<file path="src/rtl/bcd_entry_reg.sv">
// -----------------------------------------------------------------------------
// bcd_entry_reg
//
// Purpose:
//    N-digit BCD entry register for the calculator display path. Decimal keys
//    are shifted in from the right. The register also supports backspace,
//    clear and parallel load of a result value. When the register is full it
//    either refuses the new digit or scrolls, depending on FULL_MODE. Leading
//    zeros are blanked for the 7-segment drivers.
//
// Parameters:
//    DIGITS     number of BCD digits held (>=1); digit 0 is least significant
//    FULL_MODE  0 = refuse a new digit when full, 1 = scroll and drop the MSD
//
// Ports:
//    clock       in   1          system clock, rising edge
//    reset       in   1          synchronous, active-high reset
//    digit       in   4          keycode for keystrobe (0-9 numeric, 10-15 not)
//    keystrobe   in   1          one-cycle pulse: append digit
//    bksp        in   1          one-cycle pulse: delete least significant digit
//    clear       in   1          one-cycle pulse: empty the register
//    load        in   1          one-cycle pulse: replace contents by load_value
//    load_value  in   4*DIGITS   packed BCD value, digit i at [4i+3:4i]
//    bcd         out  4*DIGITS   packed BCD contents, same packing
//    count       out  CW         number of significant digits, 0..DIGITS
//    blank       out  DIGITS     blank[i]=1: display digit i dark
//    full        out  1          count == DIGITS
//    reject      out  1          one-cycle pulse: numeric digit refused
// -----------------------------------------------------------------------------
module bcd_entry_reg #(
   parameter int DIGITS    = 3,
   parameter int FULL_MODE = 0,
   localparam int CW       = $clog2(DIGITS + 1)
) (
   input  logic                  clock,
   input  logic                  reset,
   input  logic [3:0]            digit,
   input  logic                  keystrobe,
   input  logic                  bksp,
   input  logic                  clear,
   input  logic                  load,
   input  logic [4*DIGITS-1:0]   load_value,
   output logic [4*DIGITS-1:0]   bcd,
   output logic [CW-1:0]         count,
   output logic [DIGITS-1:0]     blank,
   output logic                  full,
   output logic                  reject
);

   localparam logic [CW-1:0] MAX_COUNT = CW'(DIGITS);

   // ------------------------------------------------------------------------
   // State
   // ------------------------------------------------------------------------
   logic [4*DIGITS-1:0] r_bcd;
   logic [CW-1:0]       r_count;
   logic                r_reject;

   logic [4*DIGITS-1:0] w_bcd_next;
   logic [CW-1:0]       w_count_next;
   logic                w_reject_next;

   // Register contents shifted one digit left (new key enters at digit 0)
   // and one digit right (backspace, zero enters at the MSD).
   logic [4*DIGITS-1:0] w_shl;
   logic [4*DIGITS-1:0] w_shr;

   logic [CW-1:0]       w_load_count;
   logic [CW-1:0]       w_shl_count;
   logic                w_is_numeric;
   logic                w_is_full;
   logic                w_is_empty;

   // Number of significant digits: position of the highest nonzero digit
   // plus one. Digits above 9 count as nonzero, so a bad load value still
   // gets a sensible length.
   function automatic logic [CW-1:0] sig_count(input logic [4*DIGITS-1:0] v);
      logic [CW-1:0] c;
      c = '0;
      for (int i = 0; i < DIGITS; i++) begin
         if (v[4*i +: 4] != 4'd0) begin
            c = CW'(i + 1);
         end
      end
      return c;
   endfunction

   // ------------------------------------------------------------------------
   // Digit shifters, built per digit so DIGITS=1 needs no special slicing
   // ------------------------------------------------------------------------
   genvar gi;
   generate
      for (gi = 0; gi < DIGITS; gi++) begin : g_shift
         if (gi == 0) begin : g_lsd
            assign w_shl[3:0] = digit;
         end else begin : g_upper_l
            assign w_shl[4*gi +: 4] = r_bcd[4*(gi-1) +: 4];
         end

         if (gi == DIGITS - 1) begin : g_msd
            assign w_shr[4*gi +: 4] = 4'd0;
         end else begin : g_lower_r
            assign w_shr[4*gi +: 4] = r_bcd[4*(gi+1) +: 4];
         end
      end
   endgenerate

   assign w_load_count = sig_count(load_value);
   assign w_shl_count  = sig_count(w_shl);
   assign w_is_numeric = (digit <= 4'd9);
   assign w_is_full    = (r_count == MAX_COUNT);
   assign w_is_empty   = (r_count == '0);

   // ------------------------------------------------------------------------
   // Next-state decode. Priority: clear > load > bksp > keystrobe. A
   // lower-priority strobe that arrives in the same cycle is dropped.
   // ------------------------------------------------------------------------
   always_comb begin
      w_bcd_next    = r_bcd;
      w_count_next  = r_count;
      w_reject_next = 1'b0;

      if (clear) begin
         w_bcd_next   = '0;
         w_count_next = '0;
      end else if (load) begin
         w_bcd_next   = load_value;
         w_count_next = w_load_count;
      end else if (bksp) begin
         if (!w_is_empty) begin
            w_bcd_next   = w_shr;
            w_count_next = r_count - CW'(1);
         end
      end else if (keystrobe && w_is_numeric) begin
         if (w_is_empty && (digit == 4'd0)) begin
            // No leading zeros: an empty register keeps showing a single "0".
            w_bcd_next = r_bcd;
         end else if (!w_is_full) begin
            // Digits above count are zero, so a plain left shift is exact.
            w_bcd_next   = w_shl;
            w_count_next = r_count + CW'(1);
         end else if (FULL_MODE == 0) begin
            w_reject_next = 1'b1;
         end else begin
            // Scrolling can expose zeros at the top (e.g. 304 -> 045), so
            // the length is recomputed rather than held at DIGITS.
            w_bcd_next   = w_shl;
            w_count_next = w_shl_count;
         end
      end
   end

   always_ff @(posedge clock) begin
      if (reset) begin
         r_bcd    <= '0;
         r_count  <= '0;
         r_reject <= 1'b0;
      end else begin
         r_bcd    <= w_bcd_next;
         r_count  <= w_count_next;
         r_reject <= w_reject_next;
      end
   end

   // ------------------------------------------------------------------------
   // Outputs. blank and full decode only the registered count.
   // ------------------------------------------------------------------------
   assign bcd    = r_bcd;
   assign count  = r_count;
   assign reject = r_reject;
   assign full   = w_is_full;

   generate
      for (gi = 0; gi < DIGITS; gi++) begin : g_blank
         if (gi == 0) begin : g_units
            // The units digit always lights so an empty register shows "0".
            assign blank[0] = 1'b0;
         end else begin : g_upper
            assign blank[gi] = (r_count <= CW'(gi));
         end
      end
   endgenerate

endmodule
</file>
<file path="config.mk">
export PLATFORM = sky130hd
export DESIGN_NAME = bcd_entry_reg
export DESIGN_NICKNAME = d
export VERILOG_FILES = /design/src/rtl/bcd_entry_reg.sv
export SDC_FILE = /design/constraint.sdc
export NUM_CORES = 1
export LEC_CHECK = 0
export BUFFER_PORTS_ARGS = -buffer_cell sky130_fd_sc_hd__buf_4
export CORE_UTILIZATION = 50
export CTS_CLUSTER_SIZE = 30
export DETAILED_ROUTE_END_ITERATION = 12
export PLACE_DENSITY = 0.83
export SYNTH_ARGS = -nofsm -noshare
export SYNTH_HDL_FRONTEND = slang
export SYNTH_SLANG_ARGS = --single-unit
export TNS_END_PERCENT = 20
</file>
<file path="constraint.sdc">
create_clock -name clock -period 4 [get_ports clock]
set_input_delay 0.8 -clock clock [delete_from_list [all_inputs] [get_ports clock]]
set_output_delay 0.8 -clock clock [all_outputs]
set_load 0.01 [all_outputs]
</file>
==> results of run 1 <==
[routing by layer]
metal | share of wire, % | vias to the layer above
li1 | - | 517
met1 | 43 | 469
met2 | 49 | 54
met3 | 7.3 | 2
met4 | 0.49 | 0
met5 | 0 | -
[power groups by stage]
stage / combinational (W) / clock (W) / sequential (W)
detailed placement: 0.0000926 / 0 / 0.000166
CTS: 0.0000929 / 0.0000903 / 0.000162
floorplan: 0.0000509 / 0 / 0.000168
global placement: 0.0000906 / 0 / 0.000166
global route: 0.000102 / 0.0000964 / 0.000164
finish: 0.0000936 / 0.0000875 / 0.000162
[per-stage QoR]
step                      cells  hold WS (ns)  setup slack (ns)
after floorplan             122         0.506              2.20
final                       181         0.512              2.01
after detailed placement    177         0.492              1.78
after global routing        181         0.549              1.89
after CTS                   181         0.508              1.99
after global placement      177         0.477              1.84
[cells in the final DEF, fill, tap and decap left out, drive strengths merged]
| cell | Yosys | layout |
|---|---|---|
| a211oi | 5 | 5 |
| a21oi | 17 | 17 |
| a311o | 1 | 1 |
| a311oi | 1 | 1 |
| buf | 8 | 39 |
| clkbuf | 1 | 4 |
| conb | 1 | 1 |
| dfxtp | 15 | 15 |
| ha | 3 | 3 |
| inv | 3 | 3 |
| mux2i | 9 | 9 |
| nand2 | 11 | 11 |
| nand2b | 2 | 2 |
| nand3 | 8 | 8 |
| nand4 | 1 | 1 |
| nor2 | 2 | 2 |
| nor2b | 1 | 1 |
| nor3b | 4 | 4 |
| nor4 | 3 | 3 |
| o211ai | 1 | 1 |
| o21a | 1 | 1 |
| o21ai | 19 | 19 |
| o221ai | 1 | 1 |
| or2 | 1 | 1 |
| or4 | 2 | 2 |
| xor2 | 1 | 1 |
[how the worst max path moves through the flow]
stage | depth (start not counted) | slack, ns | end | start
after global placement | 4 | 1.84 | reject$_SDFF_PP0_ | reset
after detailed placement | 4 | 1.78 | reject$_SDFF_PP0_ | reset
final | 4 | 2.01 | blank[1] | count[1]$_SDFFE_PP0P_
after global routing | 4 | 1.89 | blank[1] | count[1]$_SDFFE_PP0P_
after CTS | 4 | 1.99 | blank[1] | count[1]$_SDFFE_PP0P_
after floorplan | 4 | 2.20 | count[0]$_SDFFE_PP0P_ | load_value[7]
[critical path, cell delays in order, from the launching register on]
cell and delay, ns:
dfxtp_1 0.40, inv_1 0.08, ha_1 0.17, nand2b_1 0.13, buf_4 0.14
[synthesized netlist by cell type (3+ instances only)]
| library cell | instances |
|---|---|
| buf_2 | 6 |
| nand3_1 | 8 |
| nor3b_1 | 4 |
| a21oi_1 | 17 |
| ha_1 | 3 |
| nand2_1 | 11 |
| o21ai_0 | 17 |
| inv_1 | 3 |
| mux2i_1 | 9 |
| a211oi_1 | 5 |
| dfxtp_1 | 15 |
[registers in the layout, indices dropped and copies added, names as in the netlist]
name and cells:
bcd 12, count 2, reject 1
[cell families (layout without fill, tap and decap cells)]
family | after synthesis | count (layout) | share of synthesized area (%)
fa+ha+maj | 3 | 3 | 3.85
mux | 9 | 9 | 9.24
compound gates | 46 | 46 | 28.9
other cells | 1 | 1 | 0.385
flops | 15 | 15 | 30.8
buf+inv | 12 | 46 | 6.16
simple gates | 35 | 35 | 19.8
xor+xnor | 1 | 1 | 0.899
[final cells by class]
| type | instances | area, sq um | area share [%] |
|---|---|---|---|
| multi-input combinational | 95 | 614 | 48.1 |
| inverter | 3 | 11.3 | 0.882 |
| tap | 25 | 31.3 | 2.45 |
| sequential | 15 | 300 | 23.5 |
| clock buffer | 4 | 26.3 | 2.06 |
| timing repair buffer | 39 | 293 | 22.9 |
==> metrics.log, run 1 <==
INFO  metric ctsHtreeMaxLevel = 1
INFO  metric clockRootBuffer = clkbuf_4
INFO  metric timing.critical_path.from_type = register
INFO  metric rows = 15
INFO  metric power.share.sequential = a little under half
INFO  metric tritoncts = done
INFO  metric fin_crit = 1.99 ns
INFO  metric synth_area_leader_cell = dfxtp_1
INFO  metric power.share.clock = ~26%
INFO  metric antenna_found_initial = 0
INFO  metric worstReg2RegStart = count[0]$_SDFFE_PP0P_
INFO  metric clk_pin_slew = around 0.090 ns
INFO  metric cts_hold_buf = 0
INFO  metric cts_sinks = 15
INFO  metric timing.hold.worst_path_depth = 2
INFO  metric dieWidth = 46.2 um
INFO  metric wl_per_cell = around 15 um
INFO  metric antenna_violating_nets_post_route = 0
INFO  metric final.period_utilization = 49.8%
INFO  metric antenna-diode-count = 0
INFO  metric switching_power_as_a_share_of_total_power = between 30% and 40%
INFO  metric grt_pass1_wl = approximately 4200 um
INFO  metric cts_buffers = 3
INFO  metric timing.critical_path.arrival = between 1 and 1.5 ns
INFO  metric setup_total_negative_slack = 0 ns
INFO  metric timing_worst_setup_path_type = register to output pin
INFO  metric finalMaxSlewViolations = 0
INFO  metric area_delta_synth_final = 30.9%
INFO  metric grt.met2_usage = between 40% and 50%
INFO  metric end_of_the_worst_hold_path = bcd[1]$_SDFFE_PP0P_
INFO  metric starting_drt_drc_count = 33
INFO  metric finalPower = between 0.0003 and 0.0004 W
INFO  metric insertion_delay = around 0.28 ns
INFO  metric detail_route.wirelength = about 2600 um
INFO  metric synth.yosys.warnings = 0
INFO  metric final_core_utilization = slightly above 70%
INFO  metric regToRegSetupSlack = between 2 and 2.5 ns
INFO  metric max_slew_margin = roughly two fifths
INFO  metric num_vias = about 1000
INFO  metric globalRoute.totalOverflow = 0
INFO  metric number_of_global_route_vias_before_repair = a little over 900
INFO  metric io_pins = 41
INFO  metric placed_area = 1250 sq um
INFO  metric critical_path.max_fanout = 5
INFO  metric asyncSetResetFlopFracSynth = 0%
INFO  metric fp.dieH = around 46 um
INFO  metric status = complete, no violations
INFO  metric hpwl = 1970 um
INFO  metric critical_path.endpoint_type = output pin
INFO  metric ys_ff_latch = 15
INFO  metric postSynthCellCount = 122
INFO  metric power_frac_comb = a little over a quarter
INFO  metric drc = 0
INFO  metric vdd_ir_drop_max = 0.000171 V
INFO  metric post_drt_via_cell_ratio = around 5.8
INFO  metric syn_area_per_cell = roughly 8 sq um
INFO  metric design.die.area = 2130 sq um
INFO  metric synth.yosys.seq_area_share = 30.8%
INFO  metric worst_clock_skew = around 0.0031 ns
INFO  metric data_required_time_at_the_worst_endpoint = ~3.2 ns
INFO  metric holdCritPathClass = register to register
INFO  metric gp_congestion = 0.887
INFO  metric timing.rr.end = bcd[11]$_SDFFE_PP0P_
INFO  metric globalRouteTotalUtil = between 20% and 30%
INFO  metric floorplan.initialDensity = between 50% and 60%
INFO  metric rsz0062_at_grt = no
INFO  metric synth_enable_flop_cells = 0
INFO  metric clock_tree_buf_depth = 2
INFO  metric post_cts.resized_instances = 0
INFO  metric max-cap-violations = 0
INFO  metric clock.fmax = approximately 0.5 GHz
INFO  metric synth_top_flop_cell = dfxtp_1
INFO  metric timing_worst_slew_pin_value = roughly 0.87 ns
INFO  metric post-cts-setup-buffer-count = 0
INFO  metric design_area = 1280 sq um
INFO  metric depth_of_the_worst_register_to_register_path = 6
INFO  metric synth_top_cells_by_area = dfxtp_1 31%, mux2i_1 9.2%, a21oi_1 8.7%
INFO  metric grtUsageMet3 = 4.71%
INFO  metric postSynthNetCount = between 100 and 150
INFO  metric gr-max-usage-layer = met2
INFO  metric area_inside_the_core_boundary = 1780 sq um
INFO  metric mappedNetlistArea = 975 sq um
INFO  metric grt_start_max_net_pins = 33
INFO  metric power_density = 269 nW/um^2
INFO  metric holdCritStartpoint = bcd[1]$_SDFFE_PP0P_
INFO  metric firstDrtPassIters = 5
INFO  metric final.fill_count = approximately 140
INFO  metric ys_types = 31
INFO  metric total_of_endpoints_with_negative_setup_slack_in_the_final_report = 0
INFO  metric synth.top_cell.area_share = a little under a third
INFO  metric gr-usage-met1 = around 37%
INFO  metric io_buffers = 39
INFO  metric p_switching = around 0.00011 W
INFO  metric num-nets-final = approximately 180
INFO  metric internal-power = between 0.0002 and 0.00025 W
INFO  metric power.leakage = 0.528 nW
INFO  metric final_report_hold_violation_count = 0
INFO  metric share_of_cells_above_drive_strength_1 = 29.5%
Power figures use the tool's default switching activity.
==> run 2: changes to the inputs <==
CORE_UTILIZATION = 47   (was 50)
PLACE_DENSITY = 0.79   (was 0.83)
clock period = 1.88 ns   (was 4 ns; I/O delays follow)
==> run 2 against run 1 <==
Die area is 6.1% higher. Sequential cell count unchanged. Critical path type is now register to register. Non-clock buffer count increased by 7. Critical endpoint is now count[0]$_SDFFE_PP0P_. Via count is 5.0% higher. Highest routed layer unchanged.
==> metrics.log, run 2 (synthesis results as in run 1) <==
INFO  metric tritoncts = done
INFO  metric io_pins = 41 (unchanged)
INFO  metric fp.dieH = 47.5 um (+3.0%)
INFO  metric fin_crit = 1.65 ns
INFO  metric power.leakage = 0.561 nW (+6.4%)
INFO  metric number_of_global_route_vias_before_repair = 973 (+6.3%)
INFO  metric fin_hold_ws = 0.374 ns (-0.138 ns)
INFO  metric share_of_cells_above_drive_strength_1 = 33.1% (+3.6 points)
INFO  metric final.period_utilization = between 80% and 90%
INFO  metric data_required_time_at_the_worst_endpoint = 2.10 ns (-1.10 ns)
INFO  metric timing_worst_setup_path_type = register to register
INFO  metric critical_path.max_fanout = 6 (+1)
INFO  metric critical_path.endpoint_type = register
INFO  metric finalMaxSlewViolations = 0 (unchanged)
INFO  metric gp_congestion = 0.878 (-0.99%)
INFO  metric multi_input_comb_area = 618 sq um (+0.61%)
INFO  metric cts_buffers = 3 (unchanged)
INFO  metric num_vias = 1094 (+5.0%)
INFO  metric grt_pass1_wl = 4370 um (+5.2%)
INFO  metric insertion_delay = 0.28 ns (about the same)
INFO  metric firstDrtPassIters = 4 (-1)
INFO  metric final_core_utilization = 68.0% (-3.5 points)
INFO  metric max-cap-violations = 0 (unchanged)
INFO  metric grt_start_max_net_pins = 33 (unchanged)
INFO  metric holdCritPathClass = input pin to register
INFO  metric antenna-diode-count = 0 (unchanged)
INFO  metric hpwl = 2080 um (+5.7%)
INFO  metric final.fill_count = 184 (+28%)
INFO  metric power_density = 563 nW/um^2 (+110%)
INFO  metric wl_per_cell = 14.9 um (+2.0%)
INFO  metric regToRegSetupSlack = 0.23 ns (-1.93 ns)
INFO  metric worstReg2RegStart = count[0]$_SDFFE_PP0P_
INFO  metric highest_count_cells_in_the_layout_ignoring_fill_and_taps = 46 x buf_4, 17 x o21ai_0, 17 x a21oi_1
INFO  metric area_inside_the_core_boundary = 1960 sq um (+10%)
INFO  metric post_drt_via_cell_ratio = 5.76 (about the same)
INFO  metric area_delta_synth_final = 37.0%
INFO  metric globalRoute.totalOverflow = 0 (unchanged)
INFO  metric maximum_single_stage_delay_on_the_critical_path = 0.43 ns (+0.03 ns)
INFO  metric rsz0062_at_grt = no
INFO  metric post-cts-setup-buffer-count = 0 (unchanged)
INFO  metric io_buffers = 39 (unchanged)
INFO  metric cts_hold_buf = 0 (unchanged)
INFO  metric rows = 16 (+1)
INFO  metric antenna_found_initial = 0 (unchanged)
INFO  metric antenna_violating_nets_post_route = 0 (unchanged)
INFO  metric path_cells = ha_1, inv_1, a311oi_4, buf_4, o21ai_0, a21oi_1
INFO  metric largest_reg_flops = 12 (unchanged)
INFO  metric worst_clock_skew = 0.00387 ns (+0.000726 ns)
INFO  metric timing.critical_path.from_type = register
INFO  metric layout.cells.non_filler = 190 (+5.0%)
INFO  metric holdCritStartpoint = keystrobe
INFO  metric timing.rr.end = count[0]$_SDFFE_PP0P_
INFO  metric ctsHtreeMaxLevel = 1 (unchanged)
INFO  metric detail_route.wirelength = 2820 um (+7.1%)
INFO  metric crit_slowest_cell = dfxtp_1
INFO  metric clock.fmax = approximately 0.6 GHz
INFO  metric clk_pin_slew = 0.09 ns (about the same)
INFO  metric vdd_ir_drop_max = 0.000375 V (+120%)
INFO  metric dieWidth = 47.5 um (+3.0%)
INFO  metric globalRouteTotalUtil = 27.3% (+0.37 points)
INFO  metric final-seq-area = 300 sq um (unchanged)
INFO  metric setup_total_negative_slack = 0 ns (unchanged)
INFO  metric clock_tree_buf_depth = 2 (unchanged)
INFO  metric end_of_the_worst_hold_path = reject$_SDFF_PP0_
INFO  metric drc = 0 (unchanged)
INFO  metric timing.hold.worst_path_depth = 3 (+1)
INFO  metric post_cts.resized_instances = 0 (unchanged)
INFO  metric starting_drt_drc_count = 50 (+52%)
INFO  metric cts_sinks = 15 (unchanged)
INFO  metric clockRootBuffer = clkbuf_4
INFO  metric status = complete, no violations
INFO  metric numPlacedInstances = 186 (+5.1%)
INFO  metric total_of_endpoints_with_negative_setup_slack_in_the_final_report = 0 (unchanged)
INFO  metric depth_of_the_worst_register_to_register_path = 6 (unchanged)
INFO  metric timing.critical_path.arrival = 1.87 ns (+0.68 ns)
INFO  metric num-nets-final = 189 (+3.8%)
INFO  metric design.die.area = 2260 sq um (+6.1%)
INFO  metric final_report_hold_violation_count = 0 (unchanged)
INFO  metric layout_commonest_cell = buf_4
INFO  metric floorplan.initialDensity = 49.7% (-5.0 points)
run 2: changes by cell type in the layout (fill, tap and decap cells not counted), sizes merged:
cell,before,now
buf,39,46
run 2: worst max-delay path: cells and delay by family, from the launching register on:
kind	cells	cell delay, ns
adder cells (fa/ha/maj)	1	0.20
AO/OA/AOI/OAI	3	0.63
buffers and inverters	2	0.31
flip-flops	1	0.43
run 2: power by group:
group          internal, W  total [W]  leakage [nW]  switching (W)
registers         0.000332   0.000346         0.122      0.0000137
logic             0.000103   0.000217         0.424       0.000113
clock network    0.0000823   0.000190        0.0150       0.000108
total             0.000518   0.000752         0.561       0.000235
run 2: worst max path at each step:
stage / slack (ns) / cells past startpoint / from / to
detailed placement: 0.18 / 7 / count[0]$_SDFFE_PP0P_ / bcd[3]$_SDFFE_PP0P_
CTS: 0.16 / 7 / count[0]$_SDFFE_PP0P_ / bcd[3]$_SDFFE_PP0P_
global placement: 0.25 / 4 / bksp / reject$_SDFF_PP0_
finish: 0.23 / 6 / count[0]$_SDFFE_PP0P_ / count[0]$_SDFFE_PP0P_
global route: 0.11 / 6 / count[0]$_SDFFE_PP0P_ / count[0]$_SDFFE_PP0P_
floorplan: 0.23 / 6 / count[0]$_SDFFE_PP0P_ / bcd[11]$_SDFFE_PP0P_
run 2: area by class of cell:
| cell class | instances | share of cell area [%] |
|---|---|---|
| clock buffers | 4 | 1.97 |
| multi-input cells | 95 | 46.3 |
| well taps | 27 | 2.53 |
| inverters | 3 | 0.843 |
| flip-flops and latches | 15 | 22.5 |
| repair buffers | 46 | 25.9 |
run 2: per-stage QoR:
step	total power, W	area [sq um]	setup slack, ns
floorplan	0.000465	975	0.230
global placement	0.000560	1310	0.246
detailed placement	0.000564	1310	0.178
CTS	0.000752	1330	0.160
global route	0.000792	1340	0.111
finish	0.000752	1340	0.229
run 2: layer usage:
| layer | up-vias | share of wire [%] | global-route usage, % |
|---|---|---|---|
| met2 | 44 | 49 | 45.5 |
| met4 | 0 | 1.2 | 8.89 |
| li1 | 534 | - | - |
| met3 | 4 | 6.2 | 3.40 |
| met1 | 512 | 43 | 36.5 |
| met5 | - | 0 | 0 |
==> run 3: changes to the inputs <==
clock period = 1.8 ns   (was 1.88 ns; I/O delays follow)
==> run 3 against run 2 <==
Utilization up 0.38 points. Critical path type unchanged. First-iteration DRC count fell by 56%. Clock-buffer cell count unchanged. Wire length fell by 3.5%. Combinational power increased by 3%. Critical path depth is 2 lower.
==> metrics.log, run 3 (synthesis results as in run 1) <==
INFO  metric gr-max-usage-layer = met2
INFO  metric setup_total_negative_slack = 0 ns (unchanged)
INFO  metric placed_area = 1300 sq um (-0.58%)
INFO  metric timing.critical_path.arrival = 1.80 ns (-0.07 ns)
INFO  metric globalRoute.totalOverflow = 0 (unchanged)
INFO  metric cts_sinks = 15 (unchanged)
INFO  metric power.leakage = 0.566 nW (+0.85%)
INFO  metric share_of_cells_above_drive_strength_1 = 33.5% (+0.41 points)
INFO  metric data_required_time_at_the_worst_endpoint = 1.99 ns (-0.11 ns)
INFO  metric finalMaxSlewViolations = 0 (unchanged)
INFO  metric antenna_found_initial = 0 (unchanged)
INFO  metric highest_count_cells_in_the_layout_ignoring_fill_and_taps = 47 x buf_4, 17 x o21ai_0, 17 x a21oi_1
INFO  metric numPlacedInstances = 185 (-0.54%)
INFO  metric rows = 16 (unchanged)
INFO  metric grt_start_max_net_pins = 33 (unchanged)
INFO  metric io_buffers = 39 (unchanged)
INFO  metric clk_pin_slew = 0.10 ns (about the same)
INFO  metric worstReg2RegStart = count[0]$_SDFFE_PP0P_
INFO  metric max-cap-violations = 0 (unchanged)
INFO  metric area_inside_the_core_boundary = 1960 sq um (unchanged)
INFO  metric depth_of_the_worst_register_to_register_path = 4 (-2)
INFO  metric antenna-diode-count = 0 (unchanged)
INFO  metric final.fill_count = 197 (+7.1%)
INFO  metric timing_worst_setup_path_type = register to register
INFO  metric starting_drt_drc_count = 22 (-56%)
INFO  metric layout.cells.non_filler = 191 (+0.53%)
INFO  metric worst_clock_skew = 0.00692 ns (+0.00305 ns)
INFO  metric timing.rr.end = reject$_SDFF_PP0_
INFO  metric multi_input_comb_area = 618 sq um (unchanged)
INFO  metric cts_buffers = 3 (unchanged)
INFO  metric critical_path.max_fanout = 6 (unchanged)
INFO  metric wl_per_cell = 14.3 um (-4.0%)
INFO  metric antenna_violating_nets_post_route = 0 (unchanged)
INFO  metric grtUsageMet3 = 3.40% (unchanged)
INFO  metric setup_ws = 0.195 ns (-0.0334 ns)
INFO  metric dpl_worst_slack = 0.152 ns (-0.0258 ns)
INFO  metric regToRegSetupSlack = 0.20 ns (-0.03 ns)
INFO  metric final-seq-area = 300 sq um (unchanged)
INFO  metric final.period_utilization = 89.2% (+1.3 points)
INFO  metric clockRootBuffer = clkbuf_4
INFO  metric post_drt_via_cell_ratio = 5.54 (-3.7%)
INFO  metric num_vias = 1059 (-3.2%)
INFO  metric io_pins = 41 (unchanged)
INFO  metric clock.fmax = 0.623 GHz (+2.9%)
INFO  metric holdCritPathClass = input pin to register
INFO  metric layout_commonest_cell = buf_4
INFO  metric tritoncts = done
INFO  metric dieWidth = 47.5 um (unchanged)
INFO  metric globalRouteTotalUtil = 25.9% (-1.3 points)
INFO  metric largest_reg_flops = 12 (unchanged)
INFO  metric num-nets-final = 190 (+0.53%)
INFO  metric cts_hold_buf = 0 (unchanged)
INFO  metric design.die.area = 2260 sq um (unchanged)
INFO  metric timing.critical_path.from_type = register
INFO  metric design_area = 1340 sq um (+0.56%)
INFO  metric critical_path.endpoint_type = register
INFO  metric clock_tree_buf_depth = 2 (unchanged)
INFO  metric insertion_delay = 0.29 ns (about the same)
INFO  metric rsz0062_at_grt = no
INFO  metric grt_pass1_wl = 4110 um (-5.8%)
INFO  metric hpwl = 2080 um (-0.31%)
INFO  metric grt.met2_usage = 45.2% (-0.27 points)
INFO  metric area_delta_synth_final = 37.7%
INFO  metric drc = 0 (unchanged)
INFO  metric end_of_the_worst_hold_path = reject$_SDFF_PP0_
INFO  metric ctsHtreeMaxLevel = 1 (unchanged)
INFO  metric number_of_global_route_vias_before_repair = 967 (-0.62%)
INFO  metric fp.dieH = 47.5 um (unchanged)
INFO  metric vdd_ir_drop_max = 0.000449 V (+20%)
INFO  metric floorplan.initialDensity = 49.7% (unchanged)
INFO  metric total_of_endpoints_with_negative_setup_slack_in_the_final_report = 0 (unchanged)
INFO  metric holdCritStartpoint = keystrobe
INFO  metric firstDrtPassIters = 4 (unchanged)
INFO  metric power_density = 586 nW/um^2 (+4.0%)
INFO  metric timing.hold.worst_path_depth = 3 (unchanged)
INFO  metric final_report_hold_violation_count = 0 (unchanged)
INFO  metric gp_congestion = 0.844 (-3.9%)
INFO  metric fin_crit = 1.60 ns (-0.0466 ns)
INFO  metric status = complete, no violations
INFO  metric gr-usage-met1 = 32.9% (-3.6 points)
INFO  metric detail_route.wirelength = 2720 um (-3.5%)
[run 3: changes by cell type in the layout (fill, tap and decap cells not counted), sizes merged]
cell / before / now
buf: 46 / 47
[run 3: critical path, cell delays in order, from the launching register on]
cell and delay, ns:
dfxtp_1 0.44, ha_1 0.21, inv_1 0.10, or4_1 0.48, a211oi_1 0.28
[run 3: per-stage QoR]
step / total power, W / hold WS (ns) / util [%]
after detailed placement: 0.000586 / 0.484 / 66.1
after CTS: 0.000780 / 0.351 / 67.5
final: 0.000787 / 0.342 / 68.4
after global placement: 0.000584 / 0.489 / 66.1
after global routing: 0.000827 / 0.347 / 68.4
after floorplan: 0.000486 / 0.481 / -
[run 3: worst max path at each step]
stage | startpoint | end | slack [ns] | cells after the start
finish | count[0]$_SDFFE_PP0P_ | reject$_SDFF_PP0_ | 0.20 | 4
CTS | count[0]$_SDFFE_PP0P_ | bcd[9]$_SDFFE_PP0P_ | 0.13 | 5
global route | count[0]$_SDFFE_PP0P_ | count[0]$_SDFFE_PP0P_ | 0.06 | 7
global placement | count[0]$_SDFFE_PP0P_ | bcd[11]$_SDFFE_PP0P_ | 0.19 | 5
detailed placement | count[0]$_SDFFE_PP0P_ | bcd[9]$_SDFFE_PP0P_ | 0.15 | 5
floorplan | count[0]$_SDFFE_PP0P_ | bcd[11]$_SDFFE_PP0P_ | 0.15 | 6
[run 3: report_power, final]
group | leakage (nW) | total, W | internal [W] | switching [W]
clock network | 0.0150 | 0.000201 | 0.0000861 | 0.000115
logic | 0.429 | 0.000224 | 0.000110 | 0.000114
registers | 0.122 | 0.000361 | 0.000347 | 0.0000148
total | 0.566 | 0.000787 | 0.000543 | 0.000244
[run 3: final cells by class]
type	count	area share, %
sequential	15	22.4
clock buffer	4	1.96
multi-input combinational	95	46.0
tap	27	2.52
inverter	3	0.839
timing repair buffer	47	26.3
[run 3: repair_timing]
item,in CTS,in global routing
endpoints found under the setup margin,0,4
buffers inserted,0,2
gates resized for setup,0,1
[run 3: metal layers]
layer  vias to the layer above  part of all wire [%]
li1                        533                     -
met1                       499                    46
met2                        23                    50
met3                         4                   2.6
met4                         0                   1.1
met5                         -                     0
